--- config.mk ---
export PLATFORM = sky130hd
export DESIGN_NAME = quad_encoder_bank_flat
export DESIGN_NICKNAME = d
export VERILOG_FILES = /design/src/rtl/quad_encoder_bank_if.sv /design/src/rtl/quad_encoder_bank.sv /design/src/flat_wrapper.sv
export SDC_FILE = /design/constraint.sdc
export NUM_CORES = 1
export LEC_CHECK = 0
export ABC_AREA = 1
export BUFFER_PORTS_ARGS = -buffer_cell sky130_fd_sc_hd__buf_2
export CAP_MARGIN = 20
export CORE_AREA = 2 2 83 85
export CTS_CLUSTER_SIZE = 24
export DETAILED_ROUTE_END_ITERATION = 10
export DIE_AREA = 0 0 85 87
export PLACE_DENSITY_LB_ADDON = 0.1
export RECOVER_POWER = 25
export SYNTH_ARGS = -nofsm -noshare
export SYNTH_HDL_FRONTEND = slang
export SYNTH_SLANG_ARGS = --single-unit
--- constraint.sdc ---
create_clock -name clk -period 3.25 [get_ports clk]
set_clock_uncertainty 0.05 [all_clocks]
set_input_delay 0.4875 -clock clk [delete_from_list [all_inputs] [get_ports clk]]
set_output_delay 0.4875 -clock clk [all_outputs]
set_load 0.05 [all_outputs]
--- src/rtl/quad_encoder_bank_if.sv ---
// rtl/quad_encoder_bank_if.sv - encoder bank signal bundle; error vector present only with ENC_ERROR_EN
interface quad_encoder_bank_if #(
    parameter int NUM_CH   = 3,
    parameter int DATA_LEN = 8
);
    logic [NUM_CH-1:0]          a;
    logic [NUM_CH-1:0]          b;
    logic [NUM_CH-1:0]          clear;
    logic [NUM_CH*DATA_LEN-1:0] value;
    logic [NUM_CH-1:0]          changed;
    logic [NUM_CH-1:0]          dir;
`ifdef ENC_ERROR_EN
    logic [NUM_CH-1:0]          error;

    modport master (output a, b, clear, input value, changed, dir, error);
    modport slave  (input a, b, clear, output value, changed, dir, error);
`else
    modport master (output a, b, clear, input value, changed, dir);
    modport slave  (input a, b, clear, output value, changed, dir);
`endif
endinterface

--- src/rtl/quad_encoder_bank.sv ---
// rtl/quad_encoder_bank.sv - multi-channel quadrature encoder front end (sync, debounce, decode, count)
// Optional sticky illegal-transition flag enabled by defining ENC_ERROR_EN.
module quad_encoder_bank #(
    parameter int NUM_CH      = 3,
    parameter int DATA_LEN    = 8,
    parameter int INC_STEP    = 1,
    parameter int DEBOUNCE    = 4,
    parameter int MODE        = 4,
    parameter int SATURATE    = 0,
    parameter int RESET_VALUE = 0
) (
    input  logic                 clk,
    input  logic                 reset,
    quad_encoder_bank_if.slave   bus
);

    localparam int                CW      = (DEBOUNCE < 2) ? 1 : $clog2(DEBOUNCE);
    localparam logic [DATA_LEN:0] STEP    = (DATA_LEN+1)'(INC_STEP);
    localparam logic [DATA_LEN-1:0] RST_VAL = DATA_LEN'(RESET_VALUE);
    localparam logic [DATA_LEN-1:0] MAX_VAL = '1;

    for (genvar i = 0; i < NUM_CH; i++) begin : g_ch
        // Bit 1 is A, bit 0 is B throughout.
        logic [1:0]          sync1, sync2, filt, prev;
        logic                a_chg, b_chg, cnt_en, up, illegal;
        logic [DATA_LEN:0]   sum, diff;
        logic [DATA_LEN-1:0] next_val, val_q;
        logic                chg_q, dir_q;

        always_ff @(posedge clk) begin
            sync1 <= {bus.a[i], bus.b[i]};
            sync2 <= sync1;
        end

        if (DEBOUNCE == 0) begin : g_nodb
            assign filt = sync2;
        end else begin : g_db
            logic [CW-1:0] db_cnt [2];

            always_ff @(posedge clk) begin
                for (int k = 0; k < 2; k++) begin
                    if (reset) begin
                        filt[k]   <= sync2[k];
                        db_cnt[k] <= '0;
                    end else if (sync2[k] != filt[k]) begin
                        if (db_cnt[k] == CW'(DEBOUNCE - 1)) begin
                            filt[k]   <= sync2[k];
                            db_cnt[k] <= '0;
                        end else begin
                            db_cnt[k] <= db_cnt[k] + 1'b1;
                        end
                    end else begin
                        db_cnt[k] <= '0;
                    end
                end
            end
        end

        always_comb begin
            a_chg   = prev[1] ^ filt[1];
            b_chg   = prev[0] ^ filt[0];
            illegal = a_chg & b_chg;
            // A edge: up when A and B now differ; B edge: up when they now match.
            up      = a_chg ? (filt[1] ^ filt[0]) : ~(filt[1] ^ filt[0]);
            if (MODE == 1)
                cnt_en = a_chg & ~b_chg & filt[1];
            else if (MODE == 2)
                cnt_en = a_chg & ~b_chg;
            else
                cnt_en = a_chg ^ b_chg;

            sum  = {1'b0, val_q} + STEP;
            diff = {1'b0, val_q} - STEP;
            if (up)
                next_val = (SATURATE != 0 && sum[DATA_LEN])  ? MAX_VAL : sum[DATA_LEN-1:0];
            else
                next_val = (SATURATE != 0 && diff[DATA_LEN]) ? '0      : diff[DATA_LEN-1:0];
        end

        always_ff @(posedge clk) begin
            prev <= reset ? sync2 : filt;
        end

`ifdef ENC_ERROR_EN
        logic err_q;
        assign bus.error[i] = err_q;
`endif

        always_ff @(posedge clk) begin
            if (reset) begin
                val_q <= RST_VAL;
                chg_q <= 1'b0;
                dir_q <= 1'b0;
`ifdef ENC_ERROR_EN
                err_q <= 1'b0;
`endif
            end else if (bus.clear[i]) begin
                val_q <= RST_VAL;
                chg_q <= 1'b0;
`ifdef ENC_ERROR_EN
                err_q <= 1'b0;
`endif
            end else begin
                chg_q <= cnt_en;
                if (cnt_en) begin
                    val_q <= next_val;
                    dir_q <= up;
                end
`ifdef ENC_ERROR_EN
                if (illegal)
                    err_q <= 1'b1;
`endif
            end
        end

        assign bus.value[i*DATA_LEN +: DATA_LEN] = val_q;
        assign bus.changed[i]                    = chg_q;
        assign bus.dir[i]                        = dir_q;
    end

endmodule

--- src/flat_wrapper.sv ---
// flat-port wrapper written by rule: the top's interface ports become plain ports
module quad_encoder_bank_flat 
#(
    parameter int NUM_CH      = 3,
    parameter int DATA_LEN    = 8,
    parameter int INC_STEP    = 1,
    parameter int DEBOUNCE    = 4,
    parameter int MODE        = 4,
    parameter int SATURATE    = 0,
    parameter int RESET_VALUE = 0
)
  (clk, reset, bus_a, bus_b, bus_clear, bus_value, bus_changed, bus_dir);
  quad_encoder_bank_if #(.NUM_CH(NUM_CH), .DATA_LEN(DATA_LEN)) bus_i ();
  input  logic clk;
  input  logic reset;
  input wire logic [$bits(bus_i.a)-1:0] bus_a;
  input wire logic [$bits(bus_i.b)-1:0] bus_b;
  input wire logic [$bits(bus_i.clear)-1:0] bus_clear;
  output wire logic [$bits(bus_i.value)-1:0] bus_value;
  output wire logic [$bits(bus_i.changed)-1:0] bus_changed;
  output wire logic [$bits(bus_i.dir)-1:0] bus_dir;
  assign bus_i.a = bus_a;
  assign bus_i.b = bus_b;
  assign bus_i.clear = bus_clear;
  assign bus_value = bus_i.value;
  assign bus_changed = bus_i.changed;
  assign bus_dir = bus_i.dir;
  quad_encoder_bank #(.NUM_CH(NUM_CH), .DATA_LEN(DATA_LEN), .INC_STEP(INC_STEP), .DEBOUNCE(DEBOUNCE), .MODE(MODE), .SATURATE(SATURATE), .RESET_VALUE(RESET_VALUE)) u_core (.clk(clk), .reset(reset), .bus(bus_i));
endmodule
After elaboration in Yosys (flattened, before gate mapping)
Memories as Yosys holds them, arrays and structs flattened.
Cells that the tools add are included.
{ "totals": {"ff_bits": 54, "ramBits": 12, "memories": 3} }
{ "memory_table": {"columns": ["memory", "words", "word_bits", "read_ports", "rd_clocked_by_memory_dff", "write_ports", "line", "rtl"], "rows": [
  ["u_core.g_ch[0].g_db.db_cnt", 2, 2, 2, 0, 2, "quad_encoder_bank.sv:38", "logic [CW-1:0] db_cnt [2];"],
  ["u_core.g_ch[1].g_db.db_cnt", 2, 2, 2, 0, 2, "quad_encoder_bank.sv:38", null],
  ["u_core.g_ch[2].g_db.db_cnt", 2, 2, 2, 0, 2, "quad_encoder_bank.sv:38", null]
]} }
{ "op_classes": {"addsub": 12, "n_eq_ne": 12, "n_mux": 113, "bitwise_logic": 36, "reduce_logical": 24} }
{ "op_table": {"columns": ["operator", "n"], "rows": [
  ["2-to-1 mux 1 bit", 89],
  ["2-to-1 mux 2 bit", 21],
  ["adder 8 x 1 -> 8 bit, second input constant", 3],
  ["2-to-1 mux 8 bit", 3],
  ["nonzero test 2 bit", 12],
  ["subtractor 8 x 1 -> 8 bit, second input constant", 3],
  ["bitwise OR 1 bit", 18],
  ["AND reduction 2 bit", 9],
  ["adder 2 x 1 -> 2 bit, second input constant", 6],
  ["equality test 2 bit, second input constant", 6],
  ["bitwise XOR 1 bit", 12],
  ["inequality test 1 bit", 6],
  ["inverter 1 bit", 6],
  ["OR reduction 2 bit", 3]
]} }

Depth between registers and ports, before layout
{ "logic_depth": {"ltp_word": 8, "ltp_mapped": 17, "depth_no_buf": 17} }

Worst setup path after synthesis
OpenSTA, ideal clock, no wires.
{ "synth_timing": {"kind": "register -> register", "startpoint": "register u_core.g_ch[0].filt[0]", "endpoint": "register u_core.g_ch[0].val_q[4]", "setup_time_ns": 0.115, "arrival_time_ns": 1.797, "slack_ns": 1.288, "stages_incl_launch_ff": 14, "period_less_slack_ns": 1.962, "cell_sequence": "edfxtp_1 > buf_4 > xnor2_1 > nand2_1 > nand2_1 > inv_2 > ha_1 > inv_1 > nand2_1 > nand4_1 > nand3_1 > xor2_1 > o21ai_0 > inv_1"} }
{ "synth_between": {"elab_chain_len": 4, "word_cells_on_any_way": 6} }
{ "synth_lines": {"columns": ["element", "line", "rtl"], "rows": [
  ["start: declaration", "quad_encoder_bank.sv:24", "logic [1:0] sync1, sync2, filt, prev;"],
  ["start signal: indexed assignment", "quad_encoder_bank.sv:43", "filt[k] <= sync2[k];"],
  ["start signal: indexed assignment", "quad_encoder_bank.sv:47", "filt[k] <= sync2[k];"],
  ["bitwise XOR 1 bit", "quad_encoder_bank.sv:64", "up = a_chg ? (filt[1] ^ filt[0]) : ~(filt[1] ^ filt[0]);"],
  ["inverter 1 bit", "quad_encoder_bank.sv:64", null],
  ["2-to-1 mux 1 bit", "quad_encoder_bank.sv:64", null],
  ["2-to-1 mux 8 bit", "quad_encoder_bank.sv:74", "if (up)"],
  ["end signal: assignment", "quad_encoder_bank.sv:106", "val_q <= next_val;"],
  ["end: declaration", "quad_encoder_bank.sv:27", "logic [DATA_LEN-1:0] next_val, val_q;"]
]} }
Several ways; a longest one is shown, not always the timed one.
A chain may end at the register's enable or synchronous reset.

Final worst setup path
Ends and elaborated chain as after synthesis.

==> metrics.md <==
| Metric | Value |
|---|---|
| Status | `completed` |
| DIE AREA | `7400 um^2` |
| Unrepaired setup endpoints after global routing | `false` |
| Gate Count Post-Synth | `465` |
| Max cap viols | `0` |
| Crit. End Element | `flop` |
| Hold Path Class | `in2reg` |
| Clock Sinks | `66` |
| Register area share after synthesis | `0.432` |
| Layout Utilization | `0.596` |
| Post-DP HPWL | `4450 um` |
| FF-to-FF End | `u_core.g_ch[0].val_q[4]` |
| Final non-filler cell total | `600` |
| Die Ht | `87 um` |
| Starting Density | `0.529` |
| Dpl cells | `584` |
| Crit Path Max Fanout | `6` |
| Input/output buffers | `40` |
| Routed WL | `6130 um` |
| Largest net degree at the start of global routing | `18` |
| Synth top area share | `0.276` |
| WP data required | `3440 ps` |
| Post-CTS Setup Bufs | `0` |
| Post-cts gate resize count | `0` |
| Post-synthesis cell type count | `34` |
| TritonCTS clock tree | `built` |
| Post-synth top flop | `dfxtp_1` |
| TritonCTS Buffers | `9` |
| Nets@finish | `536` |
| Worst skew pair latency | `340 ps` |
| Synth Register Bits | `66` |
| Ys Warns | `0` |
| Synth async-reset ratio | `0` |
| Core ar. | `6570 um^2` |
| Commonest cells after routing, fill and taps aside | `nand2_1 (132), inv_1 (67), dfxtp_1 (48)` |
| Critical Path Start Type | `flop` |
| Largest cells by area after synthesis | `dfxtp_1 (28%), edfxtp_1 (16%), nand2_1 (14%), inv_1 (7.1%), o21ai_0 (4.5%)` |
| Fmax | `452 MHz` |
| Buffer depth of the longest clock path | `2` |
| DRT Pass-1 Iters | `5` |
| Layout area overhead | `12.6%` |
| Die W | `85 um` |
| Max_slew headroom | `0.534` |
| Commonest non-fill, non-tap cell in the layout | `nand2_1` |
| Vias per cell | `4.76` |
| Root Buffer | `clkbuf_8` |
| DRT antenna net count | `0` |
| Total GRT Usage | `0.179` |
| RR Startpoint | `u_core.g_ch[0].filt[0]` |
| Mapped Avg Cell Area | `7.48 um^2` |
| First-pass GRT wire length | `10800 um` |
| Worst Path Arrival | `2400 ps` |
| Hold bufs inserted after CTS | `0` |
| Worst slew pin tran | `699 ps` |
| Leak pwr | `2.04 nW` |
| Filler Cells Inserted | `632` |
| Register area | `1500 um^2` |
| Number of diodes | `0` |
| Vias in the first global route | `2521` |
| H-tree depth | `3` |
| Remaining DRCs | `0` |
| Via count | `2856` |
| Final TNS setup | `0 ps` |
| Cell Rows | `30` |
| Clock transition at the registers of the reported paths | `80 ps` |
| Total Power | `2.22 mW` |
| Mapped Area | `3480 um^2` |
| Hold path endpoint | `u_core.g_ch[2].sync1[1]` |
| Tcrit/Tclk final | `0.680` |
| Detailed Route Iter0 Violations | `82` |
| Final hold vios | `0` |
| Number of synthesized flops with an enable pin | `18` |
| Max Slew Vio Count | `0` |
| IO Count | `41` |
| Number of antenna violations at the first check in global routing | `0` |
| Wirelength per Cell | `10.2 um` |
| PwrDens | `568 nW/um^2` |
| Hold path startpoint | `bus_a[2]` |
| Min cycle time layout | `2210 ps` |
| Gr ovfl total | `0` |
| Hold Crit Depth | `1` |
| Max IR drop VDD | `0.291 mV` |
| CP Class | `reg2reg` |
| Area of the multi-input gates | `1680 um^2` |
| R2r setup slk | `1040 ps` |
| Worst r2r path cells | `12` |
| Setup violators final | `0` |
| Layout cells sized above 1 | `0.146` |
| Largest area contributor in the synthesized netlist | `dfxtp_1` |
| Routability cong. | `0.878` |
## routing by layer
metal  vias up  share of wire  global-route usage
met5         -              0                   0
met4         0          0.013              0.0606
met3         7          0.032              0.0464
met2        37           0.46               0.295
met1      1263           0.49               0.229
li1       1549              -                   -
## layout make-up
class,count,area share
Inverter,69,0.0662
Tap cell,80,0.0256
Sequential cell,66,0.384
Clock inverter,7,0.0137
Multi-Input combinational cell,329,0.428
Timing Repair Buffer,40,0.0508
Clock buffer,9,0.0316
## power by group
part,internal [mW],switching [mW],total (mW)
Sequential,0.916,0.0566,0.972
Clock,0.280,0.337,0.617
Combinational,0.195,0.440,0.635
## logic make-up after synthesis
kind of cell	after synthesis	share of synthesized area
other cells	1	0.00108
flops	66	0.432
xor+xnor	26	0.0677
buf+inv	81	0.0979
simple gates	216	0.260
compound gates	65	0.105
fa+ha+maj	10	0.0360
## metrics by stage
step                      area (um^2)  worst slack (ps)  hold WS, ps
after floorplan                  3520              1290          260
after global placement           3740              1100          260
after detailed placement         3740              1030          263
after CTS                        3920              1010          184
after global routing             3910               693          178
final                            3910              1040          197
## worst max path at each step
stage	end	cells past startpoint	start
after global placement	u_core.g_ch[0].val_q[4]	12	u_core.g_ch[0].filt[0]
after global routing	u_core.g_ch[0].val_q[6]	15	u_core.g_ch[0].filt[0]
after detailed placement	u_core.g_ch[0].val_q[4]	12	u_core.g_ch[0].filt[0]
after CTS	u_core.g_ch[0].val_q[4]	12	u_core.g_ch[0].filt[0]
final	u_core.g_ch[0].val_q[4]	12	u_core.g_ch[0].filt[0]
after floorplan	u_core.g_ch[0].val_q[4]	13	u_core.g_ch[0].filt[0]
## critical path: stages (launching register included)
cell,delay (ps)
edfxtp_1,510
xnor2_1,510
nand2_1,90
nand2_1,100
inv_2,40
ha_1,170
inv_1,50
nand2_1,70
nand4_1,70
nand3_1,100
xor2_1,150
o21ai_0,140
inv_1,50
## Yosys cell counts, drive strengths merged, types with 4 or more instances
master and count:
xor2 13, o41ai 4, nand3 19, inv 69, nand2 144, nor2 42
ha 10, dfxtp 48, buf 10, o21ai 33, xnor2 13, a21oi 23
edfxtp 18
## flip-flops by register name, summed over array words and instances (netlist names)
| signal | count |
|---|---|
| u_core.g_ch.sync2 | 6 |
| u_core.g_ch.prev | 6 |
| u_core.g_ch.dir_q | 3 |
| u_core.g_ch.chg_q | 3 |
| u_core.g_ch.val_q | 24 |
| u_core.g_ch.sync1 | 6 |
| u_core.g_ch.g_db.db_cnt | 12 |
| u_core.g_ch.filt | 6 |
Power figures use the tool's default switching activity.
